`src/rtl/csr_file_pkg.sv`:
```
// Shared CSR definitions: XLEN, CSR addresses, op/iotrap encodings, mstatus bit positions.
package csr_file_pkg;

  localparam int unsigned XLEN      = 32;
  localparam int unsigned CSR_ADDRW = 12;

  localparam logic [CSR_ADDRW-1:0] ADDR_MSTATUS = 12'h300;
  localparam logic [CSR_ADDRW-1:0] ADDR_MTVEC   = 12'h305;
  localparam logic [CSR_ADDRW-1:0] ADDR_MEPC    = 12'h341;
  localparam logic [CSR_ADDRW-1:0] ADDR_MCAUSE  = 12'h342;
  localparam logic [CSR_ADDRW-1:0] ADDR_MCYCLE  = 12'hB00;

  typedef enum logic [1:0] {
    CSR_OP_NONE  = 2'b00,
    CSR_OP_WRITE = 2'b01,
    CSR_OP_SET   = 2'b10,
    CSR_OP_CLEAR = 2'b11
  } csrOpE;

  typedef enum logic [1:0] {
    IOTRAP_NORMAL = 2'b00,
    IOTRAP_RSVD   = 2'b01,
    IOTRAP_ENTER  = 2'b10,
    IOTRAP_LEAVE  = 2'b11
  } ioTrapE;

  localparam int unsigned MSTATUS_MIE    = 3;
  localparam int unsigned MSTATUS_MPIE   = 7;
  localparam int unsigned MSTATUS_MPP_LO = 11;

  localparam logic [XLEN-1:0] MSTATUS_RESET = XLEN'(32'h0000_1800);

  // Read-modify-write result for a CSR instruction.
  function automatic logic [XLEN-1:0] csrAlu(input logic [1:0] op,
                                             input logic [XLEN-1:0] oldVal,
                                             input logic [XLEN-1:0] wdata);
    logic [XLEN-1:0] res;
    res = oldVal;
    case (op)
      CSR_OP_WRITE: res = wdata;
      CSR_OP_SET:   res = oldVal | wdata;
      CSR_OP_CLEAR: res = oldVal & ~wdata;
      default:      res = oldVal;
    endcase
    return res;
  endfunction

endpackage

```
`src/rtl/csr_mcycle.sv`:
```
// Free-running mcycle counter; only compiled when CSR_MCYCLE_EN is defined.
`ifdef CSR_MCYCLE_EN
module csr_mcycle
  import csr_file_pkg::*;
(
  input  logic            clk,
  input  logic            rst,
  input  logic            wrEn,
  input  logic [XLEN-1:0] wdata,
  output logic [XLEN-1:0] count
);

  // A CSR write in a cycle replaces that cycle's increment.
  always_ff @(posedge clk) begin
    if (rst) begin
      count <= '0;
    end else if (wrEn) begin
      count <= wdata;
    end else begin
      count <= count + XLEN'(1);
    end
  end

endmodule
`endif

```
`src/rtl/csr_file.sv`:
```
// Machine-mode CSR file with trap entry/leave sequencing.
// Optional mcycle counter at 0xB00 enabled by defining CSR_MCYCLE_EN.
module csr_file
  import csr_file_pkg::*;
(
  input  logic                 clk,
  input  logic                 rst,
  input  logic [CSR_ADDRW-1:0] csr_addr,
  input  logic [1:0]           csr_op,
  input  logic [XLEN-1:0]      csr_wdata,
  output logic [XLEN-1:0]      csr_rdata,
  input  logic                 csrUpdata,
  input  logic [XLEN-1:0]      mcause_n,
  input  logic [XLEN-1:0]      mepc_n,
  input  logic                 mstatus_n,
  input  logic [1:0]           iotrap,
  output logic                 gIntEn,
  output logic                 trap_valid,
  output logic [XLEN-1:0]      trap_pc
);

  logic [XLEN-1:0] mstatus;
  logic [XLEN-1:0] mtvec;
  logic [XLEN-1:0] mepc;
  logic [XLEN-1:0] mcause;
  logic            tflag;

  logic            trapEnter;
  logic            trapLeave;
  logic            trapEvent;
  logic            wrEn;
  logic [XLEN-1:0] newVal;

`ifdef CSR_MCYCLE_EN
  logic [XLEN-1:0] mcycle;

  csr_mcycle uMcycle (
    .clk   (clk),
    .rst   (rst),
    .wrEn  (wrEn && (csr_addr == ADDR_MCYCLE)),
    .wdata (newVal),
    .count (mcycle)
  );
`endif

  assign trapEnter = csrUpdata && (iotrap == IOTRAP_ENTER);
  assign trapLeave = csrUpdata && (iotrap == IOTRAP_LEAVE);
  assign trapEvent = trapEnter || trapLeave;
  assign wrEn      = (csr_op != CSR_OP_NONE);
  assign newVal    = csrAlu(csr_op, csr_rdata, csr_wdata);
  assign gIntEn    = ~tflag;

  // Read mux; unimplemented addresses read zero.
  always_comb begin
    csr_rdata = '0;
    case (csr_addr)
      ADDR_MSTATUS: csr_rdata = mstatus;
      ADDR_MTVEC:   csr_rdata = mtvec;
      ADDR_MEPC:    csr_rdata = mepc;
      ADDR_MCAUSE:  csr_rdata = mcause;
`ifdef CSR_MCYCLE_EN
      ADDR_MCYCLE:  csr_rdata = mcycle;
`endif
      default:      csr_rdata = '0;
    endcase
  end

  // Redirect uses the values held before this edge.
  always_comb begin
    trap_valid = 1'b0;
    trap_pc    = '0;
    if (trapEnter) begin
      trap_valid = 1'b1;
      trap_pc    = mtvec;
    end else if (trapLeave) begin
      trap_valid = 1'b1;
      trap_pc    = mepc;
    end
  end

  // Trap sequencing owns mstatus/mepc/mcause in a trap cycle; mtvec writes always land.
  always_ff @(posedge clk) begin
    if (rst) begin
      mstatus <= MSTATUS_RESET;
      mtvec   <= '0;
      mepc    <= '0;
      mcause  <= '0;
      tflag   <= 1'b0;
    end else begin
      if (wrEn && (csr_addr == ADDR_MTVEC)) begin
        mtvec <= {newVal[XLEN-1:2], 2'b00};
      end

      if (trapEnter) begin
        mepc                           <= {mepc_n[XLEN-1:1], 1'b0};
        mcause                         <= mcause_n;
        mstatus[MSTATUS_MPIE]          <= mstatus[MSTATUS_MIE];
        mstatus[MSTATUS_MIE]           <= 1'b0;
        mstatus[MSTATUS_MPP_LO +: 2]   <= 2'b11;
      end else if (trapLeave) begin
        mstatus[MSTATUS_MIE]           <= mstatus[MSTATUS_MPIE];
        mstatus[MSTATUS_MPIE]          <= 1'b1;
      end else if (wrEn) begin
        case (csr_addr)
          ADDR_MSTATUS: mstatus <= newVal;
          ADDR_MEPC:    mepc    <= {newVal[XLEN-1:1], 1'b0};
          ADDR_MCAUSE:  mcause  <= newVal;
          default: ;
        endcase
      end

      if (trapEvent) begin
        tflag <= mstatus_n;
      end
    end
  end

endmodule
```
`config.mk`:
```
export PLATFORM = sky130hd
export DESIGN_NAME = csr_file
export DESIGN_NICKNAME = d
export VERILOG_FILES = /design/src/rtl/csr_file_pkg.sv /design/src/rtl/csr_mcycle.sv /design/src/rtl/csr_file.sv
export SDC_FILE = /design/constraint.sdc
export NUM_CORES = 1
export LEC_CHECK = 0
export CORE_MARGIN = 3
export CORE_UTILIZATION = 30
export CTS_CLUSTER_DIAMETER = 120
export CTS_CLUSTER_SIZE = 14
export DETAILED_ROUTE_END_ITERATION = 7
export SLEW_MARGIN = 20
export SYNTH_ARGS = -nofsm -noshare
export SYNTH_HDL_FRONTEND = slang
export SYNTH_SLANG_ARGS = --single-unit
```
`constraint.sdc`:
```
create_clock -name clk -period 5.96 [get_ports clk]
set_input_delay 1.192 -clock clk [delete_from_list [all_inputs] [get_ports clk]]
set_output_delay 1.192 -clock clk [all_outputs]
set_load 0.02 [all_outputs]
```
* Word level (Yosys, flattened, before mapping)
Cells that the tools add are included.
** Cells by class
- Equality and inequality tests :: 10
- Muxes and demuxes :: 19
- Reduce and logical (&&, ||, !) cells :: 19
- Bitwise gates (word level) :: 6
** Operator list (count)
- 32-bit two-way mux :: 10
- 32-bit case mux with 4 select lines :: 1
- 32-bit case mux with 3 select lines :: 1
- 12-bit by 10-bit equality test with 1-bit output, second input constant :: 4
- 32-bit AND :: 1
- 32-bit inverter :: 1
- 32-bit OR :: 1
- 8-bit two-way mux :: 2
- 2-bit nonzero test :: 6
- 3-bit AND reduction :: 3
- 2-bit equality test, second input constant :: 4
- 3-bit nonzero test :: 2
- 1-bit two-way mux :: 5
- 2-bit AND reduction :: 2
- 4-bit AND reduction :: 1
- 1-bit logical AND :: 3
- 1-bit inverter :: 3
- 2-bit by 1-bit equality test with 1-bit output, second input constant :: 1
- 2-bit != test, second input constant :: 1
- 2-bit OR reduction :: 1
- 1-bit logical OR :: 1
** Storage, ports and cells
- Flip-flop bits (word level) :: 126
- Word-level logic and storage cells :: 62

* Longest topological paths before layout
- Depth in word-level cells :: 8
- Depth in mapped cells :: 9
- Depth with buffers taken out :: 5

* Worst setup path before layout
OpenSTA, ideal clock, no wires.
- Kind :: input -> output
- From :: input csr_addr[3]
- To :: output csr_rdata[0]
- Stages :: 3
- Buffers on the path :: 0
- Setup slack :: 1966 ps
- Data arrival time :: 2802 ps
- Cell sequence :: or4_1 -> or4_1 -> a2111oi_2
** Between the ends
- Cells in the longest elaborated chain, start to end :: 2
- Elaborated cells on any way between the ends :: 5
- Those cells by class :: eq/ne (4); mux (1)
** RTL lines
- start, declared :: line csr_file.sv:8 : input logic [CSR_ADDRW-1:0] csr_addr,
- 12-bit by 10-bit equality test with 1-bit output :: line csr_file.sv:56 : case (csr_addr)
- 32-bit case mux with 4 select lines * :: line csr_file.sv:56
- end, declared :: line csr_file.sv:11 : output logic [XLEN-1:0] csr_rdata,
Every way passes the cells marked *; elsewhere a longest branch is shown, timed or not.

* Worst setup path after layout
- From :: input csr_addr[3]
- To :: output csr_rdata[31]
The elaborated chain is that of the path after synthesis.

==> flow_results.org <==
** Status
- The flow ran to the end, and the final reports show no timing, DRC or antenna violations.

** Setup path
- Required time worst endpoint :: 4.77 ns
- Critical path type :: in -> out
- STA puts the critical path data arrival time at 3.75 ns.
- In this design, the largest share of critical-path delay is due to buffers and inverters.
- Most common cell type on the critical path :: clkdlybuf4s50_1
- Nature of the critical path endpoint :: output port
- Of all nets on the critical path, the largest fanout is 37.
- The largest individual stage delay along the critical path comes from the cell clkdlybuf4s50_1.
- The largest single stage delay on the critical path is 0.64 ns.
- Walking the worst path, the cells encountered are clkdlybuf4s50_1 -> or4_1 -> nor4_4 -> buf_4 -> o21a_1 -> clkdlybuf4s50_1.
- Counting both buffers and inverters, the worst setup path holds a total of 3.
- Critical Path Source Type :: primary input

** Clock network
- In this run the deepest clock path goes through 2 buffers.
- Total CTS buffers :: 17
- The later pin in the worst-skew pair is clocked with a latency of 0.41 ns.
- CTS saw 126 sinks.
- After clock tree synthesis, the clock-pin slew on the worst setup and hold paths is 0.06 ns.
- Clock tree root driver cell :: clkbuf_16
- TritonCTS built the clock tree.
- Buffers inserted to repair hold after CTS numbered 0.
- Maximum level of the CTS H-tree :: 4
- The number of gates resized after CTS was 0.
- Post-CTS setup-driven buffer insertion count :: 0

** Timing
- Shortest clock period the worst path allows after layout :: 4.94 ns
- Pins Over Slew Limit :: 0
- Total negative slack for setup checks :: 0 ns
- In the finished design, the share of the clock period the worst path needs comes to 0.829.
- Setup skew after layout :: 0.00699 ns
- Final setup fails :: 0
- Unrepaired setup endpoints after global routing :: no
- Relative slew margins :: 0.303
- Transition at the pin with the smallest max-transition slack :: 1.04 ns
- The final count of hold timing violations was 0.
- For this run, the top clock speed supported by timing is 203 MHz.
- The tightest hold path in the finished design has a slack of 0.457 ns.

** Final layout
- Share of final-layout standard cells stronger than drive strength 1 :: 0.0881
- Registers take 2520 µm².
- Final std cell area, no fill :: 9880 µm²
- Synth-to-layout area growth :: 33.3%
- Area of the multi-input gates :: 4490 µm²
- Total Nets Final :: 1,174
- Number of fill cells in the layout :: 2,420

** Global routing
- The first global-routing pass estimated 42.8 mm of wire.
- Number of global-route vias before repair :: 7,370
- For this run the aggregate overflow at the end of global routing stands at 0.
- Largest net degree at the start of global routing :: 83
- Across every metal layer, demand over resource in global routing totals 0.207.
- The number of antenna violations at the first check in global routing is 0.

** Floorplan
- The total area inside the core boundary comes to 23,900 µm².
- After floorplanning, the core was divided into 56 placement rows.
- The die is 163 µm tall.
- I/O pin count :: 182
- The initial utilization of the core area, before any placement, comes to 0.310.
- The die covers 26,600 µm².
- Die X-Extent :: 163 µm

** Routing
- Number of iterations in the first detailed-routing pass :: 4
- Remaining number of nets flagged by the antenna check after routing :: 0
- Number of DRC markers in iteration 0 :: 574
- The detailed router placed 7,667 vias in this run.
- For this run, design rule violations remaining after detail routing come to 0.
- For this block, the routed nets add up to 28.1 mm of wire.
- Via density :: 5.53
- After detailed routing, the average wire length per cell comes to 20.3 µm.

** Power
- Design internal power :: 1.57 mW
- Proportion of power drawn by flip-flops and latches :: 0.410
- Gate power share :: 0.139
- Of the total power, the share spent switching nets is 0.258.
- Max VDD drop :: 0.000140 V
- In this run the power spent charging and discharging nets is 545 µW.
- Power comes to 2.12 mW.
- Part of the total power dissipated in the clock network :: 0.451
- Static Leak :: 3.14 nW
- Power density over the cells :: 214 nW/µm²

** Logic synthesis
- Cell taking the most area after synthesis :: dfxtp_1
- Post-Synthesis Cells :: 942
- For this run, the number of Yosys warnings is 0.
- When the netlist entered floorplanning its net count stood at 1,058.
- In this run the mean area of a mapped cell was 7.87 µm².
- For this run, the register share of the synthesized area comes to 0.340.
- The share of synthesized area in the top cell type comes to 0.340.
- Post-synthesis cell type count :: 45
- Number of enable flip-flop cells after synthesis :: 0
- Summing every instance area after synthesis gives 7410 µm².
- Proportion of register bits with asynchronous set or reset after synthesis :: 0
- The most common cell in the synthesized netlist is dfxtp_1.
- Number of synthesized register bits :: 126
- After synthesis, the most frequently instantiated cells are dfxtp_1, a21oi_1, clkbuf_1, nor2_1, nand3b_1.
- Among all flip-flop cells after synthesis, the most frequent one is dfxtp_1.
- In the post-synthesis netlist, the biggest area contributors are dfxtp_1, nand3b_1, a32oi_1, a21oi_1, clkbuf_1.

** Worst hold path
- In this run the worst hold path is classified as reg -> reg.

** Job
- Across the run, the number of max-cap violations was 0.

** Placement
- The congestion estimate from routability-driven global placement came to 0.767.
- IO buf count :: 179
- Detailed placement ended at an HPWL of 16.9 mm.
- Area post-placement :: 9350 µm²
## routing by layer
layer,wire length (µm),share of wire,vias to the layer above,track usage
met3,1950,0.069,21,0.0431
li1,-,-,3696,-
met5,0,0,-,0
met2,12900,0.46,265,0.334
met4,219,0.0078,0,0.0415
met1,13100,0.47,3685,0.287
## cells by family after synthesis
group	share of synthesized area
other cells	0.000506
xor+xnor	0.0378
compound gates	0.290
mux	0.0405
flops	0.340
simple gates	0.233
buf+inv	0.0579
## path summary, 6_finish.rpt
path / startpoint / to / slack [ns] / depth (start not counted)
min reg2reg: tflag / tflag / 0.46 / 2
max: csr_addr[3] / csr_rdata[31] / 1.02 / 6
min: tflag / tflag / 0.46 / 2
max reg2reg: mstatus[3] / mstatus[3] / 4.15 / 5
## metrics by stage
step	worst slack [ns]	instances	utilization
final	1.02	1387	0.414
after global routing	0.924	1386	0.414
after CTS	1.02	1386	0.413
after detailed placement	1.03	1358	0.391
after global placement	1.03	1358	0.391
after floorplan	1.97	942	-
## cell usage in the layout, fill, tap and decap left out, types with 3 or more instances in the layout
cell type and instances:
a211oi_1 32, a21oi_1 89, a31oi_1 6, a32oi_1 53, a41oi_1 3, and2_1 37
and3_1 4, buf_2 5, buf_4 23, clkbuf_16 17, clkdlybuf4s50_1 172, clkinv_2 5
dfxtp_1 126, inv_1 6, mux2i_1 30, nand2_1 41, nand3_1 33, nand3b_1 62
nand4_1 4, nor2_1 65, nor2b_1 3, nor4_1 3, o21a_1 28, o21ai_0 58
o21ai_1 60, o22ai_1 4, or3b_2 29, xnor2_1 32
## registers in the layout (all words and copies together), names as in the netlist
signal / count
mcause: 32
mepc: 31
mtvec: 30
tflag: 1
mstatus: 32
## layout make-up
cell class / count / area share
Inverter: 7 / 0.00266
Clock inverter: 8 / 0.00709
Antenna cell: 1 / 0.000253
Multi-Input combinational cell: 706 / 0.454
Tap cell: 319 / 0.0404
Timing Repair Buffer: 200 / 0.194
Sequential cell: 126 / 0.255
Clock buffer: 20 / 0.0462
## worst reg2reg max path: stages, from the launching register on
cell and delay [ns]:
dfxtp_1 0.34, or3b_2 0.44, a21oi_1 0.15, o21ai_1 0.15, o31a_1 0.32, o41ai_1 0.30
## power by group through the flow
stage               Combinational (mW)  Clock [mW]  Sequential (mW)
detailed placement               0.294           0            0.886
CTS                              0.295       0.970            0.868
floorplan                        0.152           0            0.883
finish                           0.294       0.955            0.868
global placement                 0.291           0            0.886
global route                     0.317        1.01            0.869
No activity file was read; power rests on OpenSTA's default activity.
